## src/rtl/instruction_fetch_unit_if.sv

```systemverilog
// Bundles the IF stage's control inputs, instruction-memory port and IF/ID register outputs.
// The master modport is the fetch unit's view; slave is the surrounding pipeline and memory.
interface instruction_fetch_unit_if;
  logic        stall;
  logic        branch_taken;
  logic [31:0] branch_target;
  logic [31:0] imem_address;
  logic [31:0] imem_instruction;
  logic [31:0] pc_id;
  logic [31:0] pc_plus4_id;
  logic [31:0] instruction_id;
  logic        valid_id;
  logic [31:0] fetch_count;

  modport master (
    input  stall,
    input  branch_taken,
    input  branch_target,
    input  imem_instruction,
    output imem_address,
    output pc_id,
    output pc_plus4_id,
    output instruction_id,
    output valid_id,
    output fetch_count
  );

  modport slave (
    output stall,
    output branch_taken,
    output branch_target,
    output imem_instruction,
    input  imem_address,
    input  pc_id,
    input  pc_plus4_id,
    input  instruction_id,
    input  valid_id,
    input  fetch_count
  );
endinterface

```

## src/rtl/instruction_fetch_unit.sv

```systemverilog
// IF stage of the RV32IM pipeline: owns the PC, fetches from combinational instruction memory
// and fills the IF/ID register, inserting NOP bubbles on redirects.
module instruction_fetch_unit #(
  parameter logic [31:0] RESET_PC  = 32'h00000000,
  parameter logic [31:0] NOP_INSTR = 32'h00000013
) (
  input logic                        clk,
  input logic                        reset_n,
  instruction_fetch_unit_if.master   fetch_bus
);

  typedef enum logic {
    BOOT,
    RUN
  } state_t;

  state_t      state_q, state_d;
  logic [31:0] pc_q, pc_d;
  logic [31:0] pc_id_q, pc_id_d;
  logic [31:0] pc_plus4_id_q, pc_plus4_id_d;
  logic [31:0] instruction_id_q, instruction_id_d;
  logic        valid_id_q, valid_id_d;
  logic [31:0] fetch_count_q, fetch_count_d;
  logic [31:0] pc_plus4;

  assign pc_plus4 = pc_q + 32'd4;

  always_ff @(posedge clk or negedge reset_n) begin
    if (!reset_n) begin
      state_q <= BOOT;
    end else begin
      state_q <= state_d;
    end
  end

  // Redirect beats stall: a wrong-path instruction must never survive a held stage.
  always_comb begin
    state_d          = state_q;
    pc_d             = pc_q;
    pc_id_d          = pc_id_q;
    pc_plus4_id_d    = pc_plus4_id_q;
    instruction_id_d = instruction_id_q;
    valid_id_d       = valid_id_q;
    fetch_count_d    = fetch_count_q;
    case (state_q)
      BOOT: begin
        state_d = RUN;
      end
      RUN: begin
        if (fetch_bus.branch_taken) begin
          pc_d             = {fetch_bus.branch_target[31:2], 2'b00};
          instruction_id_d = NOP_INSTR;
          valid_id_d       = 1'b0;
        end else if (!fetch_bus.stall) begin
          pc_d             = pc_plus4;
          pc_id_d          = pc_q;
          pc_plus4_id_d    = pc_plus4;
          instruction_id_d = fetch_bus.imem_instruction;
          valid_id_d       = 1'b1;
          fetch_count_d    = fetch_count_q + 32'd1;
        end
      end
      default: begin
        state_d = BOOT;
      end
    endcase
  end

  always_ff @(posedge clk or negedge reset_n) begin
    if (!reset_n) begin
      pc_q             <= RESET_PC;
      pc_id_q          <= 32'd0;
      pc_plus4_id_q    <= 32'd0;
      instruction_id_q <= NOP_INSTR;
      valid_id_q       <= 1'b0;
      fetch_count_q    <= 32'd0;
    end else begin
      pc_q             <= pc_d;
      pc_id_q          <= pc_id_d;
      pc_plus4_id_q    <= pc_plus4_id_d;
      instruction_id_q <= instruction_id_d;
      valid_id_q       <= valid_id_d;
      fetch_count_q    <= fetch_count_d;
    end
  end

  assign fetch_bus.imem_address   = pc_q;
  assign fetch_bus.pc_id          = pc_id_q;
  assign fetch_bus.pc_plus4_id    = pc_plus4_id_q;
  assign fetch_bus.instruction_id = instruction_id_q;
  assign fetch_bus.valid_id       = valid_id_q;
  assign fetch_bus.fetch_count    = fetch_count_q;

endmodule

```

## src/flat_wrapper.sv

```systemverilog
// flat-port wrapper written by rule: the top's interface ports become plain ports
module instruction_fetch_unit_flat 
#(
  parameter logic [31:0] RESET_PC  = 32'h00000000,
  parameter logic [31:0] NOP_INSTR = 32'h00000013
)
  (clk, reset_n, fetch_bus_stall, fetch_bus_branch_taken, fetch_bus_branch_target, fetch_bus_imem_instruction, fetch_bus_imem_address, fetch_bus_pc_id, fetch_bus_pc_plus4_id, fetch_bus_instruction_id, fetch_bus_valid_id, fetch_bus_fetch_count);
  instruction_fetch_unit_if fetch_bus_i ();
  input logic clk;
  input logic reset_n;
  input wire logic [$bits(fetch_bus_i.stall)-1:0] fetch_bus_stall;
  input wire logic [$bits(fetch_bus_i.branch_taken)-1:0] fetch_bus_branch_taken;
  input wire logic [$bits(fetch_bus_i.branch_target)-1:0] fetch_bus_branch_target;
  input wire logic [$bits(fetch_bus_i.imem_instruction)-1:0] fetch_bus_imem_instruction;
  output wire logic [$bits(fetch_bus_i.imem_address)-1:0] fetch_bus_imem_address;
  output wire logic [$bits(fetch_bus_i.pc_id)-1:0] fetch_bus_pc_id;
  output wire logic [$bits(fetch_bus_i.pc_plus4_id)-1:0] fetch_bus_pc_plus4_id;
  output wire logic [$bits(fetch_bus_i.instruction_id)-1:0] fetch_bus_instruction_id;
  output wire logic [$bits(fetch_bus_i.valid_id)-1:0] fetch_bus_valid_id;
  output wire logic [$bits(fetch_bus_i.fetch_count)-1:0] fetch_bus_fetch_count;
  assign fetch_bus_i.stall = fetch_bus_stall;
  assign fetch_bus_i.branch_taken = fetch_bus_branch_taken;
  assign fetch_bus_i.branch_target = fetch_bus_branch_target;
  assign fetch_bus_i.imem_instruction = fetch_bus_imem_instruction;
  assign fetch_bus_imem_address = fetch_bus_i.imem_address;
  assign fetch_bus_pc_id = fetch_bus_i.pc_id;
  assign fetch_bus_pc_plus4_id = fetch_bus_i.pc_plus4_id;
  assign fetch_bus_instruction_id = fetch_bus_i.instruction_id;
  assign fetch_bus_valid_id = fetch_bus_i.valid_id;
  assign fetch_bus_fetch_count = fetch_bus_i.fetch_count;
  instruction_fetch_unit #(.RESET_PC(RESET_PC), .NOP_INSTR(NOP_INSTR)) u_core (.clk(clk), .reset_n(reset_n), .fetch_bus(fetch_bus_i));
endmodule
```

## config.mk

```make
export PLATFORM = sky130hd
export DESIGN_NAME = instruction_fetch_unit_flat
export DESIGN_NICKNAME = d
export VERILOG_FILES = /design/src/rtl/instruction_fetch_unit_if.sv /design/src/rtl/instruction_fetch_unit.sv /design/src/flat_wrapper.sv
export SDC_FILE = /design/constraint.sdc
export NUM_CORES = 1
export LEC_CHECK = 0
export ABC_AREA = 1
export CORE_ASPECT_RATIO = 1.75
export CORE_MARGIN = 2
export CORE_UTILIZATION = 45
export DETAILED_ROUTE_END_ITERATION = 16
export PLACE_DENSITY = 0.77
export SLEW_MARGIN = 20
export SYNTH_ARGS = -nofsm -noshare
export SYNTH_HDL_FRONTEND = slang
export SYNTH_SLANG_ARGS = --single-unit
```

## constraint.sdc

```tcl
create_clock -name clk -period 1.8 [get_ports clk]
set_clock_uncertainty 0.05 [all_clocks]
set_input_delay 0.36 -clock clk [delete_from_list [all_inputs] [get_ports clk]]
set_output_delay 0.36 -clock clk [all_outputs]
set_load 0.01 [all_outputs]
```

==> metrics.md <==
| Metric | Value |
|---|---|
| Outcome | complete, no violations |
| Ys async rst share | 1.00 |
| Synth area leader | dfrtp_1 |
| Setup violators final | 0 |
| RSZ-0062 raised after global routing | yes |
| Clock buffer depth | 2 |
| Hpwl dp | 18,000 um |
| Crit Path Max Fanout | 2 |
| Final TNS setup | 0 ps |
| Multi-input logic area | 3290 um^2 |
| FF-to-FF path depth | 10 |
| CP delay by family, top | buffers and inverters |
| Core area | 16,400 um^2 |
| Global-route wire length before repair | 37,400 um |
| WP depth | 1 |
| Post-layout util | 0.671 |
| Mapped Area | 7550 um^2 |
| CTS tree | built |
| Peak VDD IR | 0.671 mV |
| Arr. time, crit path | 1370 ps |
| Clk Latency, worst-skew pair | 420 ps |
| Final setup margin | 23.1 ps |
| Placed cell count | 1,382 |
| Core Rows | 62 |
| DRC viols | 0 |
| Final GP Congestion | 0.955 |
| Die X-Extent | 102 um |
| Synth warn | 0 |
| Final wirelength | 24,000 um |
| Die area | 17,900 um^2 |
| Die H | 175 um |
| Crit start category | register |
| Req. time, crit path | 1390 ps |
| Post-synth EDFFs | 0 |
| Worst min path class | input port to asynchronous set/reset pin |
| Pwr Density | 989 nW/um^2 |
| Fin cells | 1,440 |
| Syn Area/Cell | 8.07 um^2 |
| Remaining antenna violation count | 0 |
| Total power | 10.9 mW |
| H-Tree Depth | 4 |
| CTS Sinks | 156 |
| Number of CTS-inserted buffers | 17 |
| Distinct cell type count after synthesis | 35 |
| Smallest hold slack | 348 ps |
| Port Buf Inserts | 220 |
| Fmax | 563 MHz |
| Crit share post-route | 0.987 |
| Syn Inst Count | 936 |
| Critical path cell sequence | clkdlybuf4s50_1 |
| DRT Pass-1 Iters | 7 |
| FF-to-FF Start | u_core.fetch_bus.imem_address[2] |
| Share of layout cells above drive strength 1 | 0.114 |
| Fin crit period | 1780 ps |
| Initial DRC Count | 421 |
| Max-slew violations | 0 |
| Slowest stage delay, CP | 600 ps |
| WP buf/inv | 1 |
| Starting Density | 0.459 |
| Synth top cells by count | nand2_1, dfrtp_1, nor2_1 |
| Antenna violations before repair | 5 |
| Via count | 7,437 |
| Top-count cell post-synth | nand2_1 |
| Post-DR wirelength/cell | 16.7 um |
| Top post-synthesis cells by area | dfrtp_1, nand2_1, nor2_1 |
| Crit Path Class | register to output pin |
| Largest net degree at the start of global routing | 51 |
| Area grow syn2layout | 46.2% |
| GRT Total Usage | 0.273 |
| Layout fillers | 1,376 |
| Sequential cell area | 3930 um^2 |
| Fin nets | 1,268 |
| Vias in the first global route | 7,130 |
| Cell area after layout | 11,000 um^2 |
| Synth Register Bits | 156 |
| Crit path from | u_core.fetch_bus.pc_id[5] |
| Leak pwr | 5.36 nW |
| Crit path max-delay cell type | clkdlybuf4s50_1 |
| Overflow after GRT | 0 |
| Most used DFF post-synth | dfrtp_1 |
| Clock Pin Slew Worst Setup and Hold Paths | 60 ps |
| Sequential area share after synthesis | 0.517 |
| CP Capture Type | output pin |
| Pre-CTS setup slack | -294 ps |
| I/O pins | 229 |
| DR vias/cell | 5.16 |
| Fin. Hold Viols | 0 |
| Max_cap viols | 0 |
| Top cell type's share of synthesized area | 0.507 |
| Clk root buf | clkbuf_16 |
| Area post-placement | 10,200 um^2 |
[final timing paths]
kind / end / slack [ps]
min reg2reg: u_core.fetch_bus.pc_plus4_id[31] / 430
max: fetch_bus_pc_id[5] / 20
min: u_core.fetch_bus.fetch_count[11] / 350
max in group asynchronous: u_core.fetch_bus.imem_address[20] / 720
min in group clk: u_core.fetch_bus.pc_plus4_id[31] / 430
max reg2reg: u_core.fetch_bus.imem_address[29] / 110
[where the power goes]
part           internal [mW]  switching [mW]  total, mW
Sequential              4.04           0.464       4.50
Combinational           1.37            1.41       2.78
Clock                   2.19            1.45       3.64
[what timing repair did]
item                                    4_1_cts  5_1_grt
pin swaps                                     0        1
endpoints found under the setup margin       64       30
setup buffers                                19        1
resized for setup                            63       28
hold buffers                                  1        0
endpoints found under the hold margin        30        0
[state kept, by name, indices dropped and copies added, names as in the netlist]
register                         flops
u_core.fetch_bus.instruction_id     32
u_core.fetch_bus.pc_plus4_id        30
u_core.fetch_bus.valid_id            1
u_core.fetch_bus.pc_id              30
u_core.fetch_bus.fetch_count        32
u_core.state_q                       1
u_core.fetch_bus.imem_address       30
[per-layer routing]
layer	vias to the layer above	GRT usage	part of all wire
li1	3513	-	-
met1	3560	0.308	0.36
met2	298	0.476	0.54
met3	66	0.0521	0.053
met4	0	0.148	0.044
met5	-	0	0
[placed cells by master (no fill, tap or decap), drive strengths merged, types with 12 or more instances in the layout]
cell | synthesis | routed
a21oi | 20 | 20
xnor2 | 12 | 12
dfrtp | 153 | 153
a22o | 29 | 29
buf | 22 | 57
nor2 | 131 | 131
clkdlybuf4s50 | 0 | 155
clkbuf | 17 | 21
o21ai | 50 | 50
dlymetal6s2s | 0 | 18
dlygate4sd2 | 0 | 46
xor2 | 17 | 17
nand3 | 51 | 51
inv | 61 | 62
nand2 | 336 | 336
[final cells by class]
cell class                 instances  share of cell area
clock buffer                      21              0.0399
timing repair buffer             277               0.245
clock inverter                    11              0.0135
sequential                       156               0.356
tap                              224              0.0254
antenna                            5             0.00113
multi-input combinational        685               0.298
inverter                          61              0.0207
[kinds of logic after synthesis]
group,synth area share
AND/OR/NAND/NOR,0.291
buffers and inverters,0.0572
other,0.000995
AO/OA/AOI/OAI,0.0963
XOR/XNOR,0.0336
adder cells (fa/ha/maj),0.00331
flip-flops,0.517
Power figures use the tool's default switching activity.
